File: src/rtl/interp_i2s_tx.sv
// rtl/interp_i2s_tx.sv - 96 kHz stereo I2S transmitter fed by the interpolator output strobe
//
// Scales 34-bit signed interpolator sums to 24 bits with saturation, double-buffers one
// stereo pair and serialises it as standard I2S: 64 bclk per frame, 32-bit slots, MSB one
// bclk after the lrclk edge. One frame is 512 clk (bclk = clk/8).
//
// Optional feature: define I2S_TX_ROUND_EN to round half up before the shift; otherwise
// the shift truncates toward minus infinity.
//
// Ports:
//   clk, reset_n     system clock (49.152 MHz), synchronous active-low reset
//   run              0 holds everything idle and cleared, 1 transmits
//   din_valid        one-clk strobe qualifying l_data_in / r_data_in
//   l/r_data_in      34-bit signed interpolated sums
//   i2s_bclk         bit clock, cnt[2]
//   i2s_lrclk        word select, cnt[8] (0 = left, 1 = right)
//   i2s_sdata        serial data, updated when cnt[2:0] == 0
//   underrun         sticky: a frame started without a fresh sample
//   overrun          sticky: a pending sample was overwritten before use
//   test_data        {3'b0, underrun, overrun, fresh, lrclk, cnt[8:0]}

module interp_i2s_tx #(
  parameter int SHIFT            = 8,
  parameter int MUTE_ON_UNDERRUN = 1
) (
  input  logic        clk,
  input  logic        reset_n,
  input  logic        run,
  input  logic        din_valid,
  input  logic [33:0] l_data_in,
  input  logic [33:0] r_data_in,
  output logic        i2s_bclk,
  output logic        i2s_lrclk,
  output logic        i2s_sdata,
  output logic        underrun,
  output logic        overrun,
  output logic [15:0] test_data
);

  localparam logic signed [34:0] ROUND_ADD = 35'sd1 <<< (SHIFT - 1);

  // Sign-extend, optionally round, arithmetic shift, then clamp to signed 24 bits.
  function automatic logic [23:0] scale(input logic [33:0] din);
    logic signed [34:0] x;
    logic signed [34:0] y;
    x = {din[33], din};
`ifdef I2S_TX_ROUND_EN
    x = x + ROUND_ADD;
`endif
    y = x >>> SHIFT;
    if (y[34:23] == {12{y[23]}}) begin
      return y[23:0];
    end else if (y[34]) begin
      return 24'h800000;
    end else begin
      return 24'h7FFFFF;
    end
  endfunction

  logic [8:0]  cnt_q, cnt_d;
  logic        sdata_q, sdata_d;
  logic        fresh_q, fresh_d;
  logic        underrun_q, underrun_d;
  logic        overrun_q, overrun_d;
  logic [23:0] pending_l_q, pending_l_d;
  logic [23:0] pending_r_q, pending_r_d;
  logic [23:0] tx_l_q, tx_l_d;
  logic [23:0] tx_r_q, tx_r_d;
  logic [23:0] last_l_q, last_l_d;
  logic [23:0] last_r_q, last_r_d;

  logic [23:0] scaled_l;
  logic [23:0] scaled_r;
  logic [5:0]  bit_b;
  logic [4:0]  slot_p;
  logic [4:0]  bit_idx;
  logic [23:0] slot_word;

  always_comb begin
    scaled_l    = scale(l_data_in);
    scaled_r    = scale(r_data_in);
    bit_b       = cnt_q[8:3];
    slot_p      = bit_b[4:0];
    bit_idx     = 5'd24 - slot_p;
    slot_word   = bit_b[5] ? tx_r_q : tx_l_q;

    cnt_d       = cnt_q;
    sdata_d     = sdata_q;
    fresh_d     = fresh_q;
    underrun_d  = underrun_q;
    overrun_d   = overrun_q;
    pending_l_d = pending_l_q;
    pending_r_d = pending_r_q;
    tx_l_d      = tx_l_q;
    tx_r_d      = tx_r_q;
    last_l_d    = last_l_q;
    last_r_d    = last_r_q;

    if (!run) begin
      cnt_d       = '0;
      sdata_d     = 1'b0;
      fresh_d     = 1'b0;
      underrun_d  = 1'b0;
      overrun_d   = 1'b0;
      pending_l_d = '0;
      pending_r_d = '0;
      tx_l_d      = '0;
      tx_r_d      = '0;
      last_l_d    = '0;
      last_r_d    = '0;
    end else begin
      cnt_d = cnt_q + 9'd1;

      if (cnt_q == 9'd511) begin
        // Frame boundary: a strobe landing here goes straight to the transmit
        // registers, so it neither overruns nor underruns.
        if (din_valid) begin
          tx_l_d   = scaled_l;
          tx_r_d   = scaled_r;
          last_l_d = scaled_l;
          last_r_d = scaled_r;
          fresh_d  = 1'b0;
        end else if (fresh_q) begin
          tx_l_d   = pending_l_q;
          tx_r_d   = pending_r_q;
          last_l_d = pending_l_q;
          last_r_d = pending_r_q;
          fresh_d  = 1'b0;
        end else begin
          underrun_d = 1'b1;
          tx_l_d     = (MUTE_ON_UNDERRUN != 0) ? 24'h000000 : last_l_q;
          tx_r_d     = (MUTE_ON_UNDERRUN != 0) ? 24'h000000 : last_r_q;
        end
      end else if (din_valid) begin
        pending_l_d = scaled_l;
        pending_r_d = scaled_r;
        fresh_d     = 1'b1;
        if (fresh_q) begin
          overrun_d = 1'b1;
        end
      end

      // Slot position 0 is the one-bclk I2S delay; positions 25..31 are padding.
      if (cnt_q[2:0] == 3'd0) begin
        if ((slot_p >= 5'd1) && (slot_p <= 5'd24)) begin
          sdata_d = slot_word[bit_idx];
        end else begin
          sdata_d = 1'b0;
        end
      end
    end
  end

  always_ff @(posedge clk) begin
    if (!reset_n) begin
      cnt_q       <= '0;
      sdata_q     <= 1'b0;
      fresh_q     <= 1'b0;
      underrun_q  <= 1'b0;
      overrun_q   <= 1'b0;
      pending_l_q <= '0;
      pending_r_q <= '0;
      tx_l_q      <= '0;
      tx_r_q      <= '0;
      last_l_q    <= '0;
      last_r_q    <= '0;
    end else begin
      cnt_q       <= cnt_d;
      sdata_q     <= sdata_d;
      fresh_q     <= fresh_d;
      underrun_q  <= underrun_d;
      overrun_q   <= overrun_d;
      pending_l_q <= pending_l_d;
      pending_r_q <= pending_r_d;
      tx_l_q      <= tx_l_d;
      tx_r_q      <= tx_r_d;
      last_l_q    <= last_l_d;
      last_r_q    <= last_r_d;
    end
  end

  assign i2s_bclk  = cnt_q[2];
  assign i2s_lrclk = cnt_q[8];
  assign i2s_sdata = sdata_q;
  assign underrun  = underrun_q;
  assign overrun   = overrun_q;
  assign test_data = {3'b000, underrun_q, overrun_q, fresh_q, cnt_q[8], cnt_q};

endmodule

File: config.mk
export PLATFORM = sky130hd
export DESIGN_NAME = interp_i2s_tx
export DESIGN_NICKNAME = d
export VERILOG_FILES = /design/src/rtl/interp_i2s_tx.sv
export SDC_FILE = /design/constraint.sdc
export NUM_CORES = 1
export LEC_CHECK = 0
export BUFFER_PORTS_ARGS = -buffer_cell sky130_fd_sc_hd__buf_2
export CELL_PAD_IN_SITES_DETAIL_PLACEMENT = 1
export CELL_PAD_IN_SITES_GLOBAL_PLACEMENT = 1
export CORE_MARGIN = 2
export CORE_UTILIZATION = 42
export DETAILED_ROUTE_END_ITERATION = 10
export PLACE_DENSITY = 0.82
export SLEW_MARGIN = 20
export SYNTH_ARGS = -nofsm -noshare
export SYNTH_HDL_FRONTEND = slang
export SYNTH_SLANG_ARGS = --single-unit
File: constraint.sdc
create_clock -name clk -period 2.7 [get_ports clk]
set_input_delay 0.405 -clock clk [delete_from_list [all_inputs] [get_ports clk]]
set_output_delay 0.405 -clock clk [all_outputs]
set_load 0.005 [all_outputs]
=== Word level (Yosys, flattened, before mapping) ===
Cells that the tools add are included.
Widths: inputs -> output; s select.

* Div/mod/pow operators: 0
* Bitwise gates (word level): 5
* Shift operators: 0
* Reduce and logical (&&, ||, !) cells: 7
* Mux-type cells: 12
* Magnitude comparators: 3
* Equality and inequality tests: 3
* $mul: 0
* Add/subtract/negate cells: 2

{| class="wikitable"
|+ Operators by type and width
! cell !! count
|-
| $mux 24 || 9
|-
| $eq 11x11->1 || 2
|-
| $add 9x1->9 const B || 1
|-
| $eq 9x9->1 const B || 1
|-
| $lt 5x6->1 const B || 1
|-
| $reduce_and 3->1 || 2
|-
| $bmux 1 s5 || 1
|-
| $ge 5x1->1 const B || 1
|-
| $le 5x5->1 const B || 1
|-
| $not 1->1 || 5
|-
| $sub 5x5->5 const A || 1
|-
| $reduce_and 2->1 || 2
|-
| $logic_not 3->1 || 1
|-
| $reduce_or 3->1 || 1
|-
| $mux 1 || 2
|-
| $logic_and 1x1->1 || 1
|}

* Logic and storage cells: 41
* Register bits: 109
* Output and inout port bits: 21
* ROM bits: 0
* Bits in latches: 0
* RAM bits: 0
* Memories kept: 0
* Bits of input ports: 72

=== Longest topological paths before layout ===
* Word-level depth: 4
* Depth in mapped cells: 11
* Depth with buffers taken out: 8

=== Worst setup path after synthesis ===
Ideal clock, no wire load.

* Path kind: flip-flop to flip-flop
* From: register cnt_q[3]
* To: register sdata_q (netlist: i2s_sdata)
* Clock period less this slack: 2.280 ns
* Arrival: 2.155 ns
* Path buffers: 1
* Cell stages (with the launch flop): 8
* Setup time: 0.124 ns
* Required time: 2.576 ns
* Slack: 0.420 ns
* Path through: dfxtp_1 > buf_6 > inv_1 > ha_1 > xor2_1 > mux4_2 > a41oi_2 > o31ai_1

* Cells in the longest elaborated chain, start to end: 4
* Elaborated cells on any way between the ends: 7
* Classes of those cells: add/sub: 1; order compare: 2; mux: 3; reduce/logical: 1

{| class="wikitable"
|+ Ends and longest elaborated chain
! item !! RTL line !! RTL
|-
| from (decl) || 60 || <nowiki>logic [8:0] cnt_q, cnt_d;</nowiki>
|-
| from (signal assigned) || 168 || <nowiki>cnt_q <= cnt_d;</nowiki>
|-
| $sub 5x5->5 || 84 || <nowiki>bit_idx = 5'd24 - slot_p;</nowiki>
|-
| $bmux 1 s5 || 146 || <nowiki>sdata_d = slot_word[bit_idx];</nowiki>
|-
| $mux 1 (implied by the code) || 146 ||
|-
| $mux 1 * || 145 || <nowiki>if ((slot_p >= 5'd1) && (slot_p <= 5'd24)) begin</nowiki>
|-
| to (signal assigned) || 169 || <nowiki>sdata_q <= sdata_d;</nowiki>
|-
| to (decl) || 61 || <nowiki>logic sdata_q, sdata_d;</nowiki>
|}

Every way passes the cells marked *; elsewhere a longest branch is shown, timed or not. The select of a mux whose other input is x is not followed.
A chain may end at the register's enable or synchronous reset.

=== Worst setup path after layout ===
Ends and elaborated chain as after synthesis.

==> impl_metrics.tcl <==
set metrics [dict create \
    worst_ep_required_time_ns 2.93 \
    die_area_um2 13200 \
    slew_headroom_pct 49.3 \
    drt-wirelength-per-cell_um 18.0 \
    instances_no_fill 784 \
    cts_resized 0 \
    start_kind "flop" \
    status "complete, no violations" \
    fin_crit_sh_pct 89.6 \
    grt_pass1_wl_um 23300 \
    firstDrtPassIters 4 \
    pwr_density_cell_nw_per_um2 557 \
    die_h_um 115 \
    setup_tns_ns 0 \
    rows 40 \
    placed_cells 769 \
    synth_top_family_by_area "compound AO/OA/AOI/OAI gates" \
    diodes 0 \
    vias_per_cell 5.72 \
    ys_types 44 \
    cp_max_fo 9 \
    wirelength_um 14100 \
    grt_max_degree 66 \
    ys_top_cells_by_area "dfxtp_1 (42%), a211oi_1 (9.9%), nor2_1 (8.3%)" \
    cp-end-kind "flop" \
    seq_area_frac_synth_pct 42.3 \
    peakVddDrop_mv 0.308 \
    dpl.hpwl_um 9650 \
    nets 711 \
    place.gp.congestion 0.778 \
    hold_viol_final 0 \
    skew_ns 0.00675 \
    drive_gt1_share_pct 19.2 \
    h-tree-depth 3 \
    cts.clk_slew.worst_paths_ns 0.07 \
    initial_utilization_pct 43.0 \
    dpl_cell_area_um2 5550 \
    cts_setup_buffers 0 \
    synth_xor_area_share_pct 1.36 \
    ant_nets 0 \
    syn_avg_cell_area_um2 8.67 \
    fillers 1439 \
    synth_seq_cells 109 \
    ys.flop_type "dfxtp_1" \
    remaining_drc_errors 0 \
    setup_viol 0 \
    critical_path_class "flop to flop" \
    layout_min_cycle_time_ns 2.42 \
    ios 93 \
    final_cell_mix "nor2_1 (113), dfxtp_1 (109), a21oi_1 (75)" \
    synth-async-reset-ratio_pct 0 \
    place.port_buffers 73 \
    seq_area_um2 2180 \
    synth_compound_area_share_pct 26.5 \
    final_area_um2 5830 \
    whs_path_depth 3 \
    drt_iter0_drc 194 \
    synth_edf_count 0 \
    grt_pass1_vias 4663 \
    p_leak_nw 2.23 \
    tightest_slew_ns 0.758 \
    yosys.area_share.adder_pct 1.45 \
    clock_path_buffers 2 \
    syn2layout_area_growth_pct 13.0 \
    synth.mux.area_fraction_pct 6.40 \
    synthCells 595 \
    numCtsBuffers 9 \
    r2r_cells 6 \
    synthSimpleGateAreaFrac_pct 14.9 \
    p_total_mw 3.25 \
    yosysTopAreaCell "dfxtp_1" \
    globalRouteOverflowTotal 0 \
    clkLatencyLatePin_ns 0.35 \
    cts_tree "yes" \
    worstPathArrival_ns 2.65 \
    root_buffer "clkbuf_16" \
    multi_input_area_um2 2650 \
    mostFrequentLayoutCell "nor2_1" \
    yosys_warnings 0 \
    vias 4485 \
    syn_area_um2 5160 \
    grt.total_usage_pct 22.4 \
    antenna_found_initial 0 \
    max_cap_violations 0 \
    rsz0062_at_grt "false" \
    core-area_um2 12000 \
    synth_top_cell_area_share_pct 42.3 \
    ctsHoldBuffers 0 \
    die_width_um 115 \
    drv_slew 0 \
    hold_class "input port to flop" \
    fmax_mhz 413 \
    cts_num_sinks 109 \
]
==> metal layers <==
layer | routed length, µm | track usage (%) | vias up | share of wire [%]
li1 | - | - | 2221 | -
met2 | 6790 | 37.8 | 89 | 48
met5 | 0 | 0 | - | 0
met3 | 472 | 2.90 | 21 | 3.4
met1 | 6540 | 29.5 | 2154 | 46
met4 | 291 | 8.51 | 0 | 2.1
==> power breakdown <==
| part | switching (mW) | total (mW) | internal (mW) |
|---|---|---|---|
| Clock | 0.570 | 1.27 | 0.696 |
| Combinational | 0.208 | 0.323 | 0.115 |
| Sequential | 0.0188 | 1.66 | 1.64 |
| Total | 0.797 | 3.25 | 2.45 |
==> synthesized netlist by cell type, types with 2 or more instances <==
library cell	n
a2111oi_0	2
a211oi_1	68
a21o_1	10
a21oi_1	75
a2bb2oi_1	9
a311oi_1	14
and3_1	5
buf_1	9
buf_4	9
buf_6	3
clkbuf_1	42
clkbuf_8	3
dfxtp_1	109
ha_1	6
inv_1	6
mux2i_1	3
mux4_1	5
mux4_2	7
nand2_1	34
nand3_1	3
nor2_1	114
nor2b_1	4
nor3_1	3
nor3b_1	13
o211ai_1	13
o21ai_0	2
xnor2_1	5
xor2_1	3
==> cell type report <==
type	instances	share of cell area (%)
Tap cell	147	3.15
Clock inverter	1	0.0858
Clock buffer	14	4.70
Sequential cell	109	37.4
Inverter	6	0.386
Multi-Input combinational cell	415	45.3
Timing Repair Buffer	92	8.92
==> final timing paths <==
path,endpoint,startpoint,slack (ns)
worst max-delay path,i2s_sdata,cnt_q[3],0.28
worst min-delay path,pending_l_q[5],l_data_in[13],0.35
worst min register to register,tx_l_q[19],tx_l_q[19],0.49
worst max register to register,i2s_sdata,cnt_q[3],0.28
==> cell families after synthesis <==
family | count (synthesis)
adder cells (fa/ha/maj) | 6
XOR/XNOR | 8
buffers and inverters | 73
AND/OR/NAND/NOR | 181
multiplexers | 16
other | 1
flip-flops | 109
AO/OA/AOI/OAI | 201
==> stage by stage <==
stage	util (%)	hold WS (ns)	worst slack, ns
floorplan	-	0.452	0.420
CTS	48.6	0.341	0.250
global placement	46.2	0.462	0.392
detailed placement	46.2	0.476	0.271
finish	48.6	0.347	0.281
global route	48.6	0.351	0.0716
==> state kept, by name, summed over array words and instances, names as in the netlist <==
register	count
tx_l_q	24
pending_l_q	24
underrun	1
i2s_sdata	1
cnt_q	9
tx_r_q	24
fresh_q	1
pending_r_q	24
overrun	1
==> worst max-delay path: stages, from the launching register on <==
cell      delay (ns)
dfxtp_1         0.52
inv_1           0.19
ha_1            0.58
mux4_2          0.57
mux2i_1         0.16
o2111a_1        0.20
o31ai_1         0.06
No activity file was read; power rests on OpenSTA's default activity.
